`config.mk`:
```
export PLATFORM = sky130hd
export DESIGN_NAME = prefetch_fifo
export DESIGN_NICKNAME = d
export VERILOG_FILES = /design/src/rtl/prefetch_fifo.sv
export SDC_FILE = /design/constraint.sdc
export NUM_CORES = 1
export LEC_CHECK = 0
export CELL_PAD_IN_SITES_DETAIL_PLACEMENT = 0
export CELL_PAD_IN_SITES_GLOBAL_PLACEMENT = 1
export CORE_MARGIN = 2
export CORE_UTILIZATION = 41
export DETAILED_ROUTE_END_ITERATION = 10
export GPL_TIMING_DRIVEN = 0
export HOLD_SLACK_MARGIN = 0.06
export PLACE_DENSITY = 0.83
export SETUP_SLACK_MARGIN = 0.1
export SYNTH_ARGS = -nofsm -noshare
export SYNTH_HDL_FRONTEND = slang
export SYNTH_SLANG_ARGS = --single-unit
```
`constraint.sdc`:
```
create_clock -name clock -period 2.06 [get_ports clock]
set_input_delay 0.618 -clock clock [delete_from_list [all_inputs] [get_ports clock]]
set_output_delay 0.618 -clock clock [all_outputs]
set_load 0.01 [all_outputs]
```
`src/rtl/prefetch_fifo.sv`:
```
// Prefetch FIFO: pulls words from an upstream show-ahead source into a D-entry buffer
// and presents the oldest word on a registered show-ahead output.
module prefetch_fifo #(
  parameter  int W = 8,
  parameter  int D = 4,
  localparam int A = $clog2(D)
) (
  input  logic         clock,
  input  logic         reset,
  input  logic         flush,
  input  logic [W-1:0] in,
  output logic         get_i,
  input  logic         empty_i,
  output logic [W-1:0] out,
  input  logic         get_o,
  output logic         empty_o,
  output logic [A:0]   count,
  output logic         full
);

  localparam logic [A:0] CNT_ONE  = (A+1)'(1);
  localparam logic [A:0] CNT_FULL = (A+1)'(D);

  logic [W-1:0] mem_q [D];
  logic [A-1:0] wptr_q, rptr_q, rptr_nxt;
  logic [A:0]   count_q, count_d;
  logic         empty_q, full_q;
  logic [W-1:0] out_q, out_d;
  logic         push, pop;

  assign pop      = get_o & ~empty_q;
  assign get_i    = ~empty_i & ~reset & ~flush & (~full_q | pop);
  assign push     = get_i;
  assign rptr_nxt = rptr_q + 1'b1;

  always_comb begin
    count_d = count_q;
    if (push && !pop) begin
      count_d = count_q + 1'b1;
    end else if (pop && !push) begin
      count_d = count_q - 1'b1;
    end
  end

  // The head register is reloaded from the array, or straight from upstream when the
  // buffer is (or is about to become) otherwise empty.
  always_comb begin
    out_d = out_q;
    if (push && empty_q) begin
      out_d = in;
    end else if (pop) begin
      if (count_q > CNT_ONE) begin
        out_d = mem_q[rptr_nxt];
      end else if (push) begin
        out_d = in;
      end
    end
  end

  always_ff @(posedge clock) begin
    if (reset || flush) begin
      wptr_q  <= '0;
      rptr_q  <= '0;
      count_q <= '0;
      empty_q <= 1'b1;
      full_q  <= 1'b0;
    end else begin
      if (push) wptr_q <= wptr_q + 1'b1;
      if (pop)  rptr_q <= rptr_nxt;
      count_q <= count_d;
      empty_q <= (count_d == '0);
      full_q  <= (count_d == CNT_FULL);
      out_q   <= out_d;
    end
  end

  always_ff @(posedge clock) begin
    if (push) mem_q[wptr_q] <= in;
  end

  assign out     = out_q;
  assign empty_o = empty_q;
  assign count   = count_q;
  assign full    = full_q;

endmodule

```
======== Word level (Yosys, flattened, before mapping) ========
Memory sizes are Yosys's and may differ from the RTL's.
Cells that the tools add are included.
operators by class
  add/subtract/negate cells ............... 4
  $lt $le $gt $ge ......................... 1
  eq/ne operators ......................... 1
  multiplexer cells ....................... 8
  bitwise logic cells ..................... 11
  reduce and logical (&&, ||, !) cells .... 10
operators with widths
  operator               count
  $mux W8                4
  $mux W3                2
  $not A1 Y1             6
  $add A2 B1 Y2 const B  2
  $and A1 B1 Y1          4
  $add A3 B1 Y3 const B  1
  $eq A3 B3 Y1 const B   1
  $gt A3 B1 Y1 const B   1
  $logic_and A1 B1 Y1    3
  $logic_not A3 Y1       1
  $reduce_and A3 Y1      1
  $reduce_bool A3 Y1     1
  $sub A3 B1 Y3 const B  1
  $logic_not A1 Y1       2
  $mux W1                2
  $reduce_bool A2 Y1     1
  $logic_or A1 B1 Y1     1
  $or A1 B1 Y1           1
word-level totals
  register bits ........................... 17
  memory bits (writable) .................. 32
  input port bits ......................... 13
  memories kept ........................... 1
memories
  memory  depth  width  read ports  clocked after Yosys merged registers in  write ports  RTL line  text
  mem_q   4      8      1           0                                        1            24        logic [W-1:0] mem_q [D];

======== Longest topological paths before layout ========
Gate-level depths: netlist of the first run.
  depth in word-level cells ............... 9
  depth in mapped cells ................... 6
  mapped depth without buffers ............ 6

======== Worst setup path after synthesis of the first run ========
No wires, ideal clock.
  kind .................................... in2reg
  start ................................... input port empty_i
  end ..................................... register out_q[0], in the netlist out[0], data pin
  arrival time ............................ 1.791 ns
  required time ........................... 1.800 ns
  path slack .............................. 0.009 ns
  cell stages on the path ................. 5
  path buffers ............................ 1
  path through ............................ buf_6 > or3_4 > a21oi_4 > a21oi_4 > mux2_2
between the ends
  cells in the longest elaborated chain, start to end .. 6
ends and longest elaborated chain
  item                         RTL line  text
  from (decl)                  13        input logic empty_i,
  $not A1 Y1                   32        assign get_i = ~empty_i & ~reset & ~flush & (~full_q | pop);
  $and A1 B1 Y1 (3 in series)  32
  net get_i                    12        output logic get_i,
  $logic_and A1 B1 Y1          49        if (push && empty_q) begin
  $mux W8                      49
  net out_d[0]                 28        logic [W-1:0] out_q, out_d;
  to (signal assigned)         73        out_q <= out_d;
  to (decl)                    28
The timed path passes the listed nets, and every way through them passes these cells.
A chain may end at the register's enable or synchronous reset.

======== Final worst setup path of the first run ========
  start ................................... input port empty_i
  end ..................................... output port get_i
between the ends
  cells in the longest elaborated chain, start to end .. 4
ends and longest elaborated chain
  item                         RTL line
  $not A1 Y1                   32
  $and A1 B1 Y1 (3 in series)  32
  to (decl)                    12
Every way passes these cells.

==> metrics list, run 1 <==
- Cell type with the highest aggregate area in the netlist: edfxtp_1
- Between clock sinks in the finished design, the worst skew comes to 5.04 ps.
* Hold Vio Cnt, Final: 0
- Routed via count: 1218
* Initial antenna violation count: 0
* Required time at the worst-slack endpoint: around 1400 ps
- Async SR Flop Fraction: 0%
- The most used flip-flop cell after synthesis is edfxtp_1.
- Summed over all nets, the half-perimeter wirelength after detailed placement is about 2500 um.
* Critical path endpoint category: primary output
- Headroom to the max-slew limit: 57.5%
- The first detailed-routing pass ran for 4 iterations.
- Number of instances in the synthesized netlist: 134
* Input/output buffers: 25
- Remaining global-route overflow: 0
* Share of synthesized area occupied by flip-flops and latches: between 60% and 70%
* Setup repair after global routing missed its margin: true
* Launching element type of the critical path: primary input
- For the worst-skew pair, the clock arrives at the later sink with an insertion delay of between 200 and 300 ps.
- Clock power frac: 30.7%
* Sinks on the clock net: 49
- Share of the clock period used by the worst path after layout: 97.2%
* H-tree levels: 2
- Most area-consuming cells after synthesis: edfxtp_1 57%, dfxtp_1 8.5%, mux4_2 8.5%
* IR drop worst, VDD: approximately 0.4 mV
- Final nets: 189
- Average cell area after synthesis: 15.8 um^2
- Vias in the first global route: approximately 1.2k
* Power spent charging and discharging nets: approximately 370 uW
* FF+latch count, synth: between 40 and 50
- Remaining design rule violation count: 0
* Vert. Die Dim: between 70 and 80 um
* Crit path kind: primary input to primary output
- Leak: 0.000886 uW
* Portion of synthesized cell area occupied by the leading cell type: between 50% and 60%
- After detailed routing, the number of vias per cell comes to 5.05.
- Die Width: 76.0 um
- Hold-fix buffers at CTS: 0
- Transition at the pin with the smallest max-transition slack: 637 ps
- Internal Power: between 1000 and 1500 uW
- Of the cells placed in the final design, the portion with a size suffix greater than 1 is 28.1%.
- Top achievable clock speed: 499 MHz
* WHS: about 550 ps
- Share of total power in combinational logic: 8.7%
* Post-synth EDFFs: 40
* Synthesized Nets: 153
- The cell area that synthesis handed to floorplanning was 2120 um^2.
* Library cell used as clock root buffer: clkbuf_8
* Synth warnings: 0
* Clock-pin transition on the worst setup and hold timing paths: approximately 80 ps
- Inserted Clock Buffers: 5
* Largest buffer count on any clock path: 2
- Status: finished clean
* Maximum single-stage delay on the critical path: 400 ps
- Walking the worst path, the cells encountered are buf_12, or3_4, a21oi_4, buf_6.
- Power share of the sequential group: 60.6%
* Max-capacitance violation count: 0
- Across every metal layer, demand over resource in global routing totals 14.2%.
* HP Class: flip-flop to flip-flop
- Switching power as a share of total power: 20.2%
* Cell at the slowest stage of the critical path: or3_4
- Pwr dens: approximately 690 nW/um^2
* Pre-CTS setup slack: -928 ps
* Largest net degree at the start of global routing: 15
- Setup violations remaining at the end of the flow were counted as 0.
- Area growth from synthesis to final layout: 23.3%
* Maximum fanout encountered on the critical timing path: 4
- The floorplan has 26 rows.
* Initial drt markers: 82
- The number of antenna diodes in the final layout is 0.
- Period minus WS final: 2000 ps
* Worst path arrival time: 1380 ps
- In this run the remaining antenna-violating nets after routing total 0.
* Placer Congestion: 0.894
- The first global-routing pass estimated 6210 um of wire.
* Unique cell type count in the Yosys netlist: 37
- The max-slew violation count was 0.
* Core area: 5040 um^2
- Summed over all layers, the routed wires come to ~3800 um.
- After detailed routing, the average wire length per cell comes to 15.7 um.
* Clock tree from TritonCTS: built
- The die covers 5770 um^2.
* Starting density of the core: 42.1%
* Io pins: 27
- Worst-case setup margin in the final layout: 57.2 ps
- Setup Total Neg Slack: 0 ps
## cell usage after synthesis, drive strengths merged, types with 2 or more instances
cell type,number
edfxtp,40
dfxtp,9
mux2,8
mux4,8
nor2,8
ha,6
inv,6
and2,5
a21oi,4
clkbuf,4
nand2,4
nand3,3
o21ai,3
xnor2,3
and3,2
buf,2
or3,2
## stage by stage
stage          cells  utilization, %  power [uW]  cell area, um^2
6_report         241            51.9        1810             2620
5_1_grt          241            51.9        1890             2620
4_1_cts          238            50.9        1830             2570
3_5_place_dp     229            48.9        1270             2470
3_3_place_gp     229            48.9        1260             2470
2_1_floorplan    134               -        1200             2130
## cell usage in the layout (no fill, tap or decap), types with 2 or more instances in the layout
cell	count
buf_4	4
mux2_2	8
mux4_2	8
nand3_1	3
edfxtp_1	40
dfxtp_1	6
a21oi_4	2
inv_1	6
o21ai_0	3
clkdlybuf4s50_1	21
ha_1	6
clkbuf_2	3
and2_2	4
xnor2_1	3
clkbuf_8	6
a21oi_1	2
nand2_1	4
dfxtp_2	3
clkbuf_1	3
buf_12	2
nor2_1	8
and3_1	2
## layer usage
layer	wire [um]	track usage, %	vias up
met5	0	0	-
met4	91	6.73	0
met3	177	4.05	7
met2	1870	23.4	31
met1	1640	17.4	598
li1	-	-	582
## logic make-up after synthesis
| kind of cell | Yosys count | share of synthesized area [%] |
|---|---|---|
| fa+ha+maj | 6 | 3.54 |
| compound gates | 14 | 5.72 |
| flops | 49 | 65.1 |
| mux | 17 | 13.2 |
| buf+inv | 12 | 2.47 |
| xor+xnor | 4 | 1.65 |
| simple gates | 32 | 8.37 |
## flip-flops by register name, summed over array words and instances, names as in the netlist
register and cells:
out 8, wptr_q 2, count 3, empty_o 1, mem_q 32, rptr_q 2, full 1
## worst max-delay path, delay by kind of cell
family | cells | cell delay, ps
and+or+nand+nor | 1 | 400
buffers and inverters | 2 | 220
AOI/OAI and AO/OA | 1 | 150
## final cells by class
type                            count  area (um^2)
Clock buffer                        8         90.1
Tap cell                           70         87.6
Sequential cell                    49         1390
Multi-Input combinational cell     73          704
Inverter                            6         22.5
Buffer                              5         37.5
Timing Repair Buffer               30          290
Fill cell                         427         2420
## path summary, 6_finish.rpt
path                               start      end  slack [ps]  cells after the start
worst max-delay path             empty_i    get_i          60                      4
worst min register to register  count[0]     full         550                      2
worst max register to register  count[1]  empty_o         230                      6
worst min-delay path            count[0]     full         550                      2
## power groups by stage
stage / Sequential [uW] / Combinational, uW / Clock [uW]
2_1_floorplan: 1120 / 74.3 / 0
3_3_place_gp: 1120 / 141 / 0
3_5_place_dp: 1120 / 145 / 0
4_1_cts: 1100 / 148 / 580
5_1_grt: 1100 / 174 / 620
6_report: 1100 / 159 / 556
## repair_timing
item | CTS | global route
resized for setup | 16 | 8
cloned | 0 | 0
pin swaps | 1 | 2
endpoints found under the setup margin | 53 | 11
buffers inserted | 2 | 3
Power figures use the tool's default switching activity.
==> inputs of run 2 (changes only) <==
Settings changed: CORE_MARGIN 2 to unset.
==> metrics list, run 2 (synthesis gave the netlist of run 1 again) <==
* Status: finished clean
- Maximum single-stage delay on the critical path: 400 ps (about the same)
- Detailed-routed wire length on met2: 1990 um (+6.1%)
- Crit path kind: primary input to primary output
- The ratio of final minimum period to clock period is 97.1% (-0.12 points).
- The initial antenna violation count was 0 (unchanged).
* IR drop worst, VDD: 0.378 mV (-4.2%)
* Flip-flop count of the largest register after layout: 32 (unchanged)
- The clock slew at the register clock pins of the worst setup and hold paths was 90 ps (about the same).
- The overall die width is 74.0 um (-2.6%).
* Largest buffer count on any clock path: 2 (unchanged)
* Most frequent cells in the layout: 40 x edfxtp_1, 21 x clkdlybuf4s50_1, 8 x mux4_2, 8 x nor2_1, 8 x mux2_2
- Vias in the first global route: 1249 (+0.48%)
- The overflow left after global routing was 0 (unchanged).
- R2r worst-path depth: 2 (-4)
* Area growth from synthesis to final layout: 21.7%
* Clock tree from TritonCTS: built
* Max-capacitance violation count: 0 (unchanged)
- The clock latency at the later pin of the worst-skew pair came to 300 ps (about the same).
- The path with the worst hold slack has its endpoint at wptr_q[1].
* Fillers: 411 (-3.7%)
- The pre-CTS worst setup slack came to -922 ps (+5.19 ps).
- The utilization of the core after routing came to 53.3% (+1.4 points).
- The internal cell power is 1400 uW (-3.0%).
- Detailed placer's ending HPWL: 2590 um (+5.4%)
* Sinks on the clock net: 49 (unchanged)
- The detailed-route via count was 1197 (-1.7%).
- Period minus WS final: 2000 ps (-2.57 ps)
* Headroom to the max-slew limit: 57.1% (-0.47 points)
* Total Die Area: 5470 um^2 (-5.2%)
* Routed vias/inst: 5.07 (+0.36%)
* Hold_sp: wptr_q[1]
- The core outline area came to 4850 um^2 (-3.8%).
- The highest layer touched by signal routing is met4.
- In this run the worst hold path is classified as flip-flop to flip-flop.
- Largest net degree at the start of global routing: 16 (+1)
- The number of buffers added on ports is 25 (unchanged).
- Io pins: 27 (unchanged)
* Multi-input combinational cell area: 704 um^2 (unchanged)
* Required time at the worst-slack endpoint: 1440 ps (about the same)
- Routed length per instance: 16.1 um (+2.6%)
- The antenna violation net count after detailed routing came to 0 (unchanged).
- Maximum fanout encountered on the critical timing path: 3 (-1)
- Starting density of the core: 43.8% (+1.7 points)
* Aggregate global-route resource usage: 15.9% (+1.7 points)
- Worst clock skew on the final layout: 6.91 ps (+1.87 ps)
- The cell area power density was 695 nW/um^2 (+0.37%).
* Cell at the slowest stage of the critical path: or3_4
- In this design, the largest share of critical-path delay is due to simple AND/OR/NAND/NOR gates.
- Buffers and inverters on the worst path: 2 (unchanged)
- Walking the worst path, the cells encountered are buf_6, or3_4, a21oi_4, buf_2.
* Number of cells on the worst hold path: 2 (unchanged)
* Critical path endpoint category: primary output
- The worst setup margin is 59.8 ps (+2.57 ps).
- Setup repair after global routing missed its margin: true
- The pin slew with the least headroom to its limit is 643 ps (+6.24 ps).
* Inserted Clock Buffers: 5 (unchanged)
- Hold Vio Cnt, Final: 0 (unchanged)
* Top achievable clock speed: 500 MHz (+0.13%)
* Switching power as a share of total power: 21.9% (+1.7 points)
- The CTS H-tree depth came to 2 (unchanged).
- The register-to-register setup slack was 220 ps (about the same).
* Initial drt markers: 40 (-51%)
* Most common library cell in the layout ignoring fill and taps: edfxtp_1
- FP Rows: 25 (-3.8%)
* Register with the most flip-flops: mem_q
* Remaining design rule violation count: 0 (unchanged)
- Startpoint of the worst-slack reg-to-reg timing path: rptr_q[1]
* Launching element type of the critical path: primary input
- Clock power frac: 30.4% (-0.3 points)
- The static leakage power was 0.000872 uW (-1.5%).
- Power share of the sequential group: 61.2% (+0.6 points)
* Final routed wirelength across all metal layers: 3800 um (+0.45%)
- The tree is rooted in a clkbuf_8.
* Worst path arrival time: 1380 ps (about the same)
* Share of total power in combinational logic: 8.4% (-0.3 points)
* Vert. Die Dim: 74.0 um (-2.6%)
- The diode insertion count for antenna repair was 0 (unchanged).
- Placer Congestion: 0.869 (-2.8%)
- The max-slew violation count was 0 (unchanged).
* Power spent charging and discharging nets: 394 uW (+7.4%)
- Amount of wire on met3 after detailed routing: 122 um (-31%)
* Sequential cell area: 1390 um^2 (unchanged)
- The met1 routed wirelength after detailed routing was 1640 um (unchanged).
- The number of iterations in the first detailed-routing pass was 5 (+1).
- Global-route wire length before repair: 6180 um (-0.45%)
* Share of final-layout standard cells stronger than drive strength 1: 28.4% (+0.33 points)
* Setup-violating endpoint count in the final report: 0 (unchanged)
- Final nets: 187 (-1.1%)
- The worst register-to-register path ends at out[3].
## run 2: cell count changes in the layout (fill, tap and decap cells not counted), sizes merged
cell,previous run,this run
clkbuf,12,8
clkinv,0,2
buf,9,8
clkinvlp,0,1
## run 2: layer usage
| metal | GRT usage [%] | vias up |
|---|---|---|
| met1 | 18.9 | 598 |
| met2 | 28.2 | 18 |
| met4 | 5.13 | 0 |
| met3 | 4.07 | 6 |
| met5 | 0 | - |
| li1 | - | 575 |
## run 2: repair_timing
item / CTS / global route
resized for setup: 20 / 5
setup endpoints to repair: 54 / 9
buffers inserted: 2 / 1
hold buffers: 0 / 0
pin swaps: 1 / 1
## run 2: power groups by stage
stage / registers [uW] / logic, uW / clock network, uW
after floorplan: 1120 / 74.3 / 0
after global routing: 1100 / 167 / 597
after detailed placement: 1120 / 147 / 0
after CTS: 1100 / 150 / 566
final: 1100 / 152 / 546
after global placement: 1120 / 140 / 0
## run 2: final cells by class
cell class | count | area share (%)
Timing Repair Buffer | 28 | 10.4
Clock inverter | 3 | 0.678
Clock buffer | 5 | 2.66
Tap cell | 67 | 3.24
Inverter | 6 | 0.872
Multi-Input combinational cell | 73 | 27.3
Sequential cell | 49 | 53.6
Buffer | 5 | 1.26
## run 2: worst max path at each step
| stage | start | cells past startpoint | slack (ps) | end |
|---|---|---|---|---|
| after CTS | empty_i | 4 | 30 | get_i |
| after global routing | reset | 4 | 30 | get_i |
| final | reset | 4 | 60 | get_i |
| after floorplan | empty_i | 5 | 50 | out[0] |
| after detailed placement | reset | 4 | -920 | get_i |
| after global placement | reset | 4 | -900 | get_i |
## run 2: through the flow
step | hold slack, ps | setup TNS [ps] | std cells | area [um^2] | power, uW
3_5_place_dp | 550 | -24090 | 226 | 2460 | 1270
5_1_grt | 593 | 0 | 236 | 2580 | 1870
4_1_cts | 565 | 0 | 235 | 2560 | 1810
6_report | 560 | 0 | 236 | 2580 | 1800
3_3_place_gp | 519 | -21810 | 226 | 2460 | 1260
2_1_floorplan | 508 | 0 | 134 | 2130 | 1200
## run 2: tightest hold or removal path: stages (launching register included)
cell and delay [ps]:
dfxtp_1 340, inv_1 100, o31ai_1 80
==> inputs of run 3 (changes only) <==
Settings changed: TNS_END_PERCENT set to 100.
==> results of run 3 <==
Same layout as run 2: the final DEF is identical, and so are final timing and power.
